[src/rtl/i2s_master_tx.sv]
// i2s_master_tx: I2S master transmitter (Philips timing, MSB first by default).
// Generates SCK and WS from clk_i and serializes one stereo beat per slot onto
// two data lines (sd0 carries the low word of sample_i, sd1 the high word).
//
// Optional build macro: I2S_TX_LSB_FIRST_EN adds cfg_lsb_first_i, latched with
// the other configuration on IDLE->RUN; when set, slots go out LSB first.
//
// Ports
//   clk_i, rst_i           system clock, synchronous active-high reset
//   cfg_en_i               1 = run, 0 = stop at the end of the current frame
//   cfg_div_i              SCK half-period minus 1, in clk cycles
//   cfg_word_len_i         slot length minus 1 (bits)
//   sample_i/_valid_i      {sd1_word, sd0_word}, word right-aligned at bit L-1
//   sample_ready_o         one-cycle pulse when a beat is loaded
//   master_*_o             SCK/WS/SD pad drive and output enables
//   underrun_o             one-cycle pulse when a slot starts without a beat
//   busy_o                 high while running
//
// State | meaning
// IDLE  | stopped, all outputs low, waiting for cfg_en_i
// RUN   | SCK running; lead period first, then left/right slots
module i2s_master_tx #(
  parameter int DATA_W = 32,
  parameter int DIV_W  = 16,
  localparam int LW    = $clog2(DATA_W)
) (
  input  logic                clk_i,
  input  logic                rst_i,
  input  logic                cfg_en_i,
  input  logic [DIV_W-1:0]    cfg_div_i,
  input  logic [LW-1:0]       cfg_word_len_i,
`ifdef I2S_TX_LSB_FIRST_EN
  input  logic                cfg_lsb_first_i,
`endif
  input  logic [2*DATA_W-1:0] sample_i,
  input  logic                sample_valid_i,
  output logic                sample_ready_o,
  output logic                master_sck_out_o,
  output logic                master_sck_oe_o,
  output logic                master_ws_out_o,
  output logic                master_ws_oe_o,
  output logic                master_sd0_out_o,
  output logic                master_sd1_out_o,
  output logic                underrun_o,
  output logic                busy_o
);

  typedef enum logic {IDLE, RUN} state_t;

  state_t            state;
  logic [DIV_W-1:0]  div_q;
  logic [LW-1:0]     wl_q;
  logic [DIV_W-1:0]  cnt;
  logic [LW-1:0]     bit_cnt;
  logic              slot;     // 0 = left, 1 = right
  logic              lead;     // first SCK period after start, carries no data
  logic [DATA_W-1:0] sr0;
  logic [DATA_W-1:0] sr1;
  logic              lsb;
`ifdef I2S_TX_LSB_FIRST_EN
  logic              lsb_q;
`endif

  logic              tick;
  logic              fall;
  logic              slot_end;
  logic              stop;
  logic              new_slot;
  logic              nslot;
  logic [LW-1:0]     nbit;
  logic              ws_n;
  logic [DATA_W-1:0] src0;
  logic [DATA_W-1:0] src1;
  logic              bit0;
  logic              bit1;
  logic [DATA_W-1:0] sr0_n;
  logic [DATA_W-1:0] sr1_n;

  always_comb begin
`ifdef I2S_TX_LSB_FIRST_EN
    lsb      = lsb_q;
`else
    lsb      = 1'b0;
`endif
    tick     = (state == RUN) && (cnt == div_q);
    // SCK is high when the divider wraps, so this wrap is the falling edge
    fall     = tick && master_sck_out_o;
    slot_end = !lead && (bit_cnt == wl_q);
    stop     = fall && slot_end && slot && !cfg_en_i;
    new_slot = lead || slot_end;
    nslot    = lead ? 1'b0 : (slot_end ? ~slot : slot);
    nbit     = new_slot ? '0 : bit_cnt + LW'(1);
    // WS announces the next slot during the last period of the current one
    ws_n     = (nbit == wl_q) ? ~nslot : nslot;
    // On a slot start the bit source is the incoming beat (or zero on
    // underrun); otherwise it is the partially shifted register.
    src0     = new_slot ? (sample_valid_i ? sample_i[DATA_W-1:0] : '0) : sr0;
    src1     = new_slot ? (sample_valid_i ? sample_i[2*DATA_W-1:DATA_W] : '0) : sr1;
    bit0     = lsb ? src0[0] : src0[wl_q];
    bit1     = lsb ? src1[0] : src1[wl_q];
    sr0_n    = lsb ? (src0 >> 1) : (src0 << 1);
    sr1_n    = lsb ? (src1 >> 1) : (src1 << 1);
  end

  always_ff @(posedge clk_i) begin
    if (rst_i || stop) begin
      state            <= IDLE;
      div_q            <= '0;
      wl_q             <= '0;
      cnt              <= '0;
      bit_cnt          <= '0;
      slot             <= 1'b0;
      lead             <= 1'b0;
      sr0              <= '0;
      sr1              <= '0;
`ifdef I2S_TX_LSB_FIRST_EN
      lsb_q            <= 1'b0;
`endif
      sample_ready_o   <= 1'b0;
      underrun_o       <= 1'b0;
      master_sck_out_o <= 1'b0;
      master_sck_oe_o  <= 1'b0;
      master_ws_out_o  <= 1'b0;
      master_ws_oe_o   <= 1'b0;
      master_sd0_out_o <= 1'b0;
      master_sd1_out_o <= 1'b0;
      busy_o           <= 1'b0;
    end else begin
      sample_ready_o <= 1'b0;
      underrun_o     <= 1'b0;
      case (state)
        IDLE: begin
          if (cfg_en_i) begin
            state            <= RUN;
            div_q            <= cfg_div_i;
            wl_q             <= cfg_word_len_i;
`ifdef I2S_TX_LSB_FIRST_EN
            lsb_q            <= cfg_lsb_first_i;
`endif
            cnt              <= '0;
            bit_cnt          <= '0;
            slot             <= 1'b0;
            lead             <= 1'b1;
            master_sck_out_o <= 1'b0;
            master_ws_out_o  <= 1'b0;
            master_sd0_out_o <= 1'b0;
            master_sd1_out_o <= 1'b0;
            master_sck_oe_o  <= 1'b1;
            master_ws_oe_o   <= 1'b1;
            busy_o           <= 1'b1;
          end
        end
        RUN: begin
          if (tick) begin
            cnt              <= '0;
            master_sck_out_o <= ~master_sck_out_o;
          end else begin
            cnt <= cnt + DIV_W'(1);
          end
          if (fall) begin
            lead             <= 1'b0;
            slot             <= nslot;
            bit_cnt          <= nbit;
            master_ws_out_o  <= ws_n;
            master_sd0_out_o <= bit0;
            master_sd1_out_o <= bit1;
            sr0              <= sr0_n;
            sr1              <= sr1_n;
            if (new_slot) begin
              if (sample_valid_i) sample_ready_o <= 1'b1;
              else                underrun_o     <= 1'b1;
            end
          end
        end
        default: state <= IDLE;
      endcase
    end
  end

endmodule

[config.mk]
export PLATFORM = sky130hd
export DESIGN_NAME = i2s_master_tx
export DESIGN_NICKNAME = d
export VERILOG_FILES = /design/src/rtl/i2s_master_tx.sv
export SDC_FILE = /design/constraint.sdc
export NUM_CORES = 1
export LEC_CHECK = 0
export ABC_AREA = 1
export CELL_PAD_IN_SITES_DETAIL_PLACEMENT = 1
export CELL_PAD_IN_SITES_GLOBAL_PLACEMENT = 1
export CORE_MARGIN = 5
export CORE_UTILIZATION = 35
export DETAILED_ROUTE_END_ITERATION = 8
export PLACE_DENSITY_LB_ADDON = 0.2
export SYNTH_ARGS = -nofsm -noshare
export SYNTH_HDL_FRONTEND = slang
export SYNTH_SLANG_ARGS = --single-unit
[constraint.sdc]
create_clock -name clk_i -period 1.8 [get_ports clk_i]
set_input_delay 0.36 -clock clk_i [delete_from_list [all_inputs] [get_ports clk_i]]
set_output_delay 0.36 -clock clk_i [all_outputs]
set_load 0.005 [all_outputs]
Word-level counts from Yosys, hierarchy flattened
Cells that the tools add are included.
{"block": "totals", "register_bits": 114, "inputBits": 89, "output_inout_bits": 9, "elab_cells": 82}
{"block": "op_classes", "n_addsub": 2, "n_lt_le_gt_ge": 1, "eq_ne": 6, "mux": 36, "bitwise_logic": 6, "n_reduce_logical": 15}
{"cell": "2-to-1 mux 32 bit", "n": 4}
{"cell": "2-to-1 mux 16 bit", "n": 2}
{"cell": "one-hot mux 16 bit (2 select lines)", "n": 1}
{"cell": "2-to-1 mux 1 bit", "n": 17}
{"cell": "adder 16 x 1 -> 16 bit (second input constant)", "n": 1}
{"cell": "equality test 16 bit", "n": 1}
{"cell": "2-to-1 mux 5 bit", "n": 3}
{"cell": "one-hot mux 1 bit (2 select lines)", "n": 6}
{"cell": "binary-select mux 1 bit (select 5 bit)", "n": 2}
{"cell": "equality test 5 bit", "n": 2}
{"cell": "one-hot mux 5 bit (2 select lines)", "n": 1}
{"cell": "AND reduction 2 bit", "n": 4}
{"cell": "logical AND 1 bit", "n": 6}
{"cell": "< comparator 5 x 6 -> 1 bit (second input constant)", "n": 1}
{"cell": "NOT 1 bit", "n": 6}
{"cell": "adder 5 x 1 -> 5 bit (second input constant)", "n": 1}
{"cell": "!= test 2 x 1 -> 1 bit (second input constant)", "n": 2}
{"cell": "OR reduction 4 bit", "n": 1}
{"cell": "zero test 1 bit", "n": 2}
{"cell": "logical OR 1 bit", "n": 2}
{"cell": "!= test 2 bit (second input constant)", "n": 1}

Logic depth before layout (Yosys ltp)
{"block": "logic_depth", "word_depth": 8, "ltp_mapped": 19}

Worst setup path after synthesis
Ideal clock, no wire load.
{"block": "synth_timing", "path_type": "register to register", "startpoint": "register cnt[1]", "endpoint": "register cnt[11]", "setup_time_ns": 0.122, "arrival_time_ns": 1.733, "t_required_ns": 1.678, "path_slack_ns": -0.055, "path_stages_with_launch": 12, "n_path_buf": 2, "path_cell_list": "dfxtp_1 -> or2_0 -> a21oi_1 -> nand4_1 -> nor2_1 -> nand3_1 -> nor2_2 -> inv_2 -> o21ai_2 -> buf_4 -> buf_6 -> a21oi_1"}
{"block": "synth_via", "elab_chain_cells": 7, "word_cells_on_any_way": 10, "cone_classes": "add/sub: 1; eq/ne: 1; mux: 2; reduce/logical: 6"}
{"item": "start, declared", "line_no": "53", "rtl": "logic [DIV_W-1:0] cnt;"}
{"item": "start signal, assigned", "line_no": "158", "rtl": "cnt <= cnt + DIV_W'(1);"}
{"item": "parallel branches: the longest is 7 deep, another holds adder 16 x 1 -> 16 bit"}
Parallel ways; which one is timed is not known.
A chain may end at the register's enable or synchronous reset.

Worst setup path after layout
{"block": "layout_timing", "startpoint": "register bit_cnt[4]", "endpoint": "register master_sd0_out_o"}
{"block": "layout_via", "elab_chain_cells": 8, "word_cells_on_any_way": 12, "cone_classes": "eq/ne: 1; mux: 5; reduce/logical: 6"}
{"item": "start, declared", "line_no": "54", "rtl": "logic [LW-1:0] bit_cnt;"}
{"item": "start signal, assigned", "line_no": "163", "rtl": "bit_cnt <= nbit;"}
{"item": "equality test 5 bit *", "line_no": "88", "rtl": "slot_end = !lead && (bit_cnt == wl_q);"}
{"item": "logical AND 1 bit *", "line_no": "88"}
{"item": "logical OR 1 bit", "line_no": "90", "rtl": "new_slot = lead || slot_end;"}
{"item": "2-to-1 mux 32 bit", "line_no": "97", "rtl": "src0 = new_slot ? (sample_valid_i ? sample_i[DATA_W-1:0] : '0) : sr0;"}
{"item": "binary-select mux 1 bit (select 5 bit)", "line_no": "99", "rtl": "bit0 = lsb ? src0[0] : src0[wl_q];"}
{"item": "2-to-1 mux 1 bit (not written as such)", "line_no": "99"}
{"item": "2-to-1 mux 1 bit", "line_no": "160", "rtl": "if (fall) begin"}
{"item": "one-hot mux 1 bit (2 select lines)", "line_no": "131", "rtl": "case (state)"}
{"item": "end signal, assigned", "line_no": "165", "rtl": "master_sd0_out_o <= bit0;"}
{"item": "end, declared", "line_no": "42", "rtl": "output logic master_sd0_out_o,"}
Every way passes the cells marked *; elsewhere a longest branch is shown, timed or not. The select of a mux whose other input is x is not followed.

==> metrics <==
outcome finished, violations left; failing checks negative setup slack; Worst EP arrival 2.96 ns; DR vias/cell 6.04; Fmax 379 MHz; Buffers on Ports 97; post-place setup slack -0.429 ns; critical setup path kind reg -> reg; clock group share of total power 0.425; GRT Util Overall 0.301; CTS tree done; sw frac 0.317; Commonest cells post-synth nand2_1, nand3_1, dfxtp_1; Die W 147 um; Cells after DPL 1421; Synth async-reset ratio 0; Netlist Area Pre-Place 6530 um^2; Worst-Margin Slew 0.541 ns; initial antenna violation count 1; max-slew violation count 0; Int Pwr 6540 uW; slowest CP cell dfxtp_2; family with the most delay on the worst path simple AND/OR/NAND/NOR gates; antenna-violating nets left 0; Main synth FF type dfxtp_1; Root Buffer Master clkbuf_16; Layout area overhead 77.6%; number of max-cap violations 0; Core ar. 18500 um^2; crit-path cells inv_2, nand2_2, nand2_2, nor2_4, nand3_4, buf_6, buf_12, nand3b_1, nand3_1, nand2_1, nand3_1, nand3_1, nand2_2, nand2_2, nand3_2, a21oi_2; Buf+Inv Stages, Crit Path 3; DRT iter0 DRCs 739; n_diodes 0; element type at the critical path start register; Setup Skew 0.0171 ns; worst-path fanout max 13; Mapped Cells 1007; nets 1369; slowest stage delay, CP 0.37 ns; number of H-tree levels 4; Finish-stage setup viols 115; Syn Area/Cell 6.48 um^2; first-pass GRT wire length 51300 um; ranking of synthesized cells by area dfxtp_1, nand3_1, nand2_1; Cell variety after synth 31; Ports 98; Slew headroom 0.639; worst hold path class in -> reg; unrepaired setup endpoints after global routing yes; leakage power 0.00455 uW; layout cells sized above 1 0.384; Synth Register Bits 114; switching pwr 3030 uW; vias 9216; vias in the first global route 9382; Critical Path Most Common Cell nand2_2; gpl congestion 0.800; maximum root-to-sink buffer count 2; Post-Layout Cell Count 1525; Seq pwr share 0.273; die height 147 um; drc violations 0; first-pass iteration count of the detailed router 5; setup tns final -48.75 ns; Clock Pin Slew Worst Setup and Hold Paths 0.07 ns; top-area cell type share of the netlist area 0.349; die area 21500 um^2; setup ws final -0.835 ns; largest net degree at the start of global routing 48; Starting Density 0.353; r2r setup slk -0.84 ns; wirelength, routed 39900 um; VDD IR max 0.706 mV; Fin. Hold Viols 0; sequential area share after synthesis 0.349; combinational power share 0.302; DPL Wire Length 16400 um; worst path required time 2.13 ns; fin crit share 1.46; top-count cell post-synth nand2_1; Power Density 826 nW/um^2; row count 50; crit path capture type register; EDFF count, synth 0; CTS Buf Count 17; Tmin final 2.64 ns; total grt overflow 0; CTS sink count 114; Power Total 9570 uW; drt wl/cell 26.2 um; later-pin clock latency in the skew report 0.44 ns; Yosys top cell by area dfxtp_1; syn_nets 1098; Ys Warns 0; post-place instance area 8750 um^2; Finished Cell Area 11600 um^2
## state kept, by name, summed over array words and instances (netlist names), 5 cells and up
signal,count
div_q,16
sr0,31
cnt,16
bit_cnt,5
wl_q,5
sr1,31
## layout by cell type (no fill, tap or decap), types with 8 or more instances in the layout
master	count
nand2_1	259
nand3_1	173
buf_4	158
dfxtp_1	102
clkdlybuf4s50_1	96
a21oi_2	74
inv_1	61
nand3_2	38
nand3b_1	27
buf_12	26
clkbuf_16	21
nor2_1	20
nand2_2	17
a211oi_2	16
buf_6	16
nor2_2	14
a21oi_1	13
buf_8	11
xor2_1	9
nor2_4	9
xnor2_1	8
buf_16	8
## power groups by stage
stage / Clock, uW / Combinational, uW / Sequential (uW)
floorplan: 0 / 991 / 2640
global placement: 0 / 1940 / 2650
detailed placement: 0 / 1960 / 2650
CTS: 3970 / 2420 / 2600
global route: 4170 / 3010 / 2610
finish: 4070 / 2890 / 2610
## final timing paths
path             startpoint          endpoint  cells after the start
max              bit_cnt[4]  master_sd0_out_o                     16
min          sample_valid_i        underrun_o                      3
max reg2reg      bit_cnt[4]  master_sd0_out_o                     16
min reg2reg         sr1[18]           sr1[18]                      2
## logic make-up after synthesis
logic type | Yosys count | share of synthesized area
buf+inv | 147 | 0.102
fa+ha+maj | 2 | 0.00383
xor+xnor | 19 | 0.0255
flops | 114 | 0.349
simple gates | 582 | 0.398
compound gates | 143 | 0.122
## per-stage QoR
step	hold WS (ns)	util
2_1_floorplan	0.433	-
3_3_place_gp	0.439	0.473
3_5_place_dp	0.442	0.473
4_1_cts	0.419	0.590
5_1_grt	0.436	0.626
6_report	0.426	0.626
## cell type report
| class | instances | area [um^2] |
|---|---|---|
| Clock buffer | 22 | 474 |
| Clock inverter | 10 | 203 |
| Fill cell | 2151 | 6920 |
| Inverter | 77 | 315 |
| Multi-Input combinational cell | 746 | 4620 |
| Sequential cell | 114 | 2310 |
| Tap cell | 234 | 293 |
| Timing Repair Buffer | 321 | 3370 |
| Timing Repair inverter | 1 | 7.51 |
## worst min-delay path, delay by kind of cell
kind | cells | cell delay, ns
buf+inv | 2 | 0.37
simple gates | 1 | 0.08
## routing by layer
layer  vias up  part of all wire  GRT usage
met3       240             0.074     0.0636
met5         -           0.00033          0
li1       3901                 -          -
met4         2             0.086      0.181
met1      4498              0.36      0.331
met2       575              0.48      0.529
## what timing repair did
item | 4_1_cts | 5_1_grt
pin swaps | 42 | 45
buffers inserted | 48 | 24
gates cloned | 15 | 4
hold buffers | 0 | 0
setup endpoints to repair | 114 | 114
gates resized for setup | 200 | 162
No activity file was read; power rests on OpenSTA's default activity.
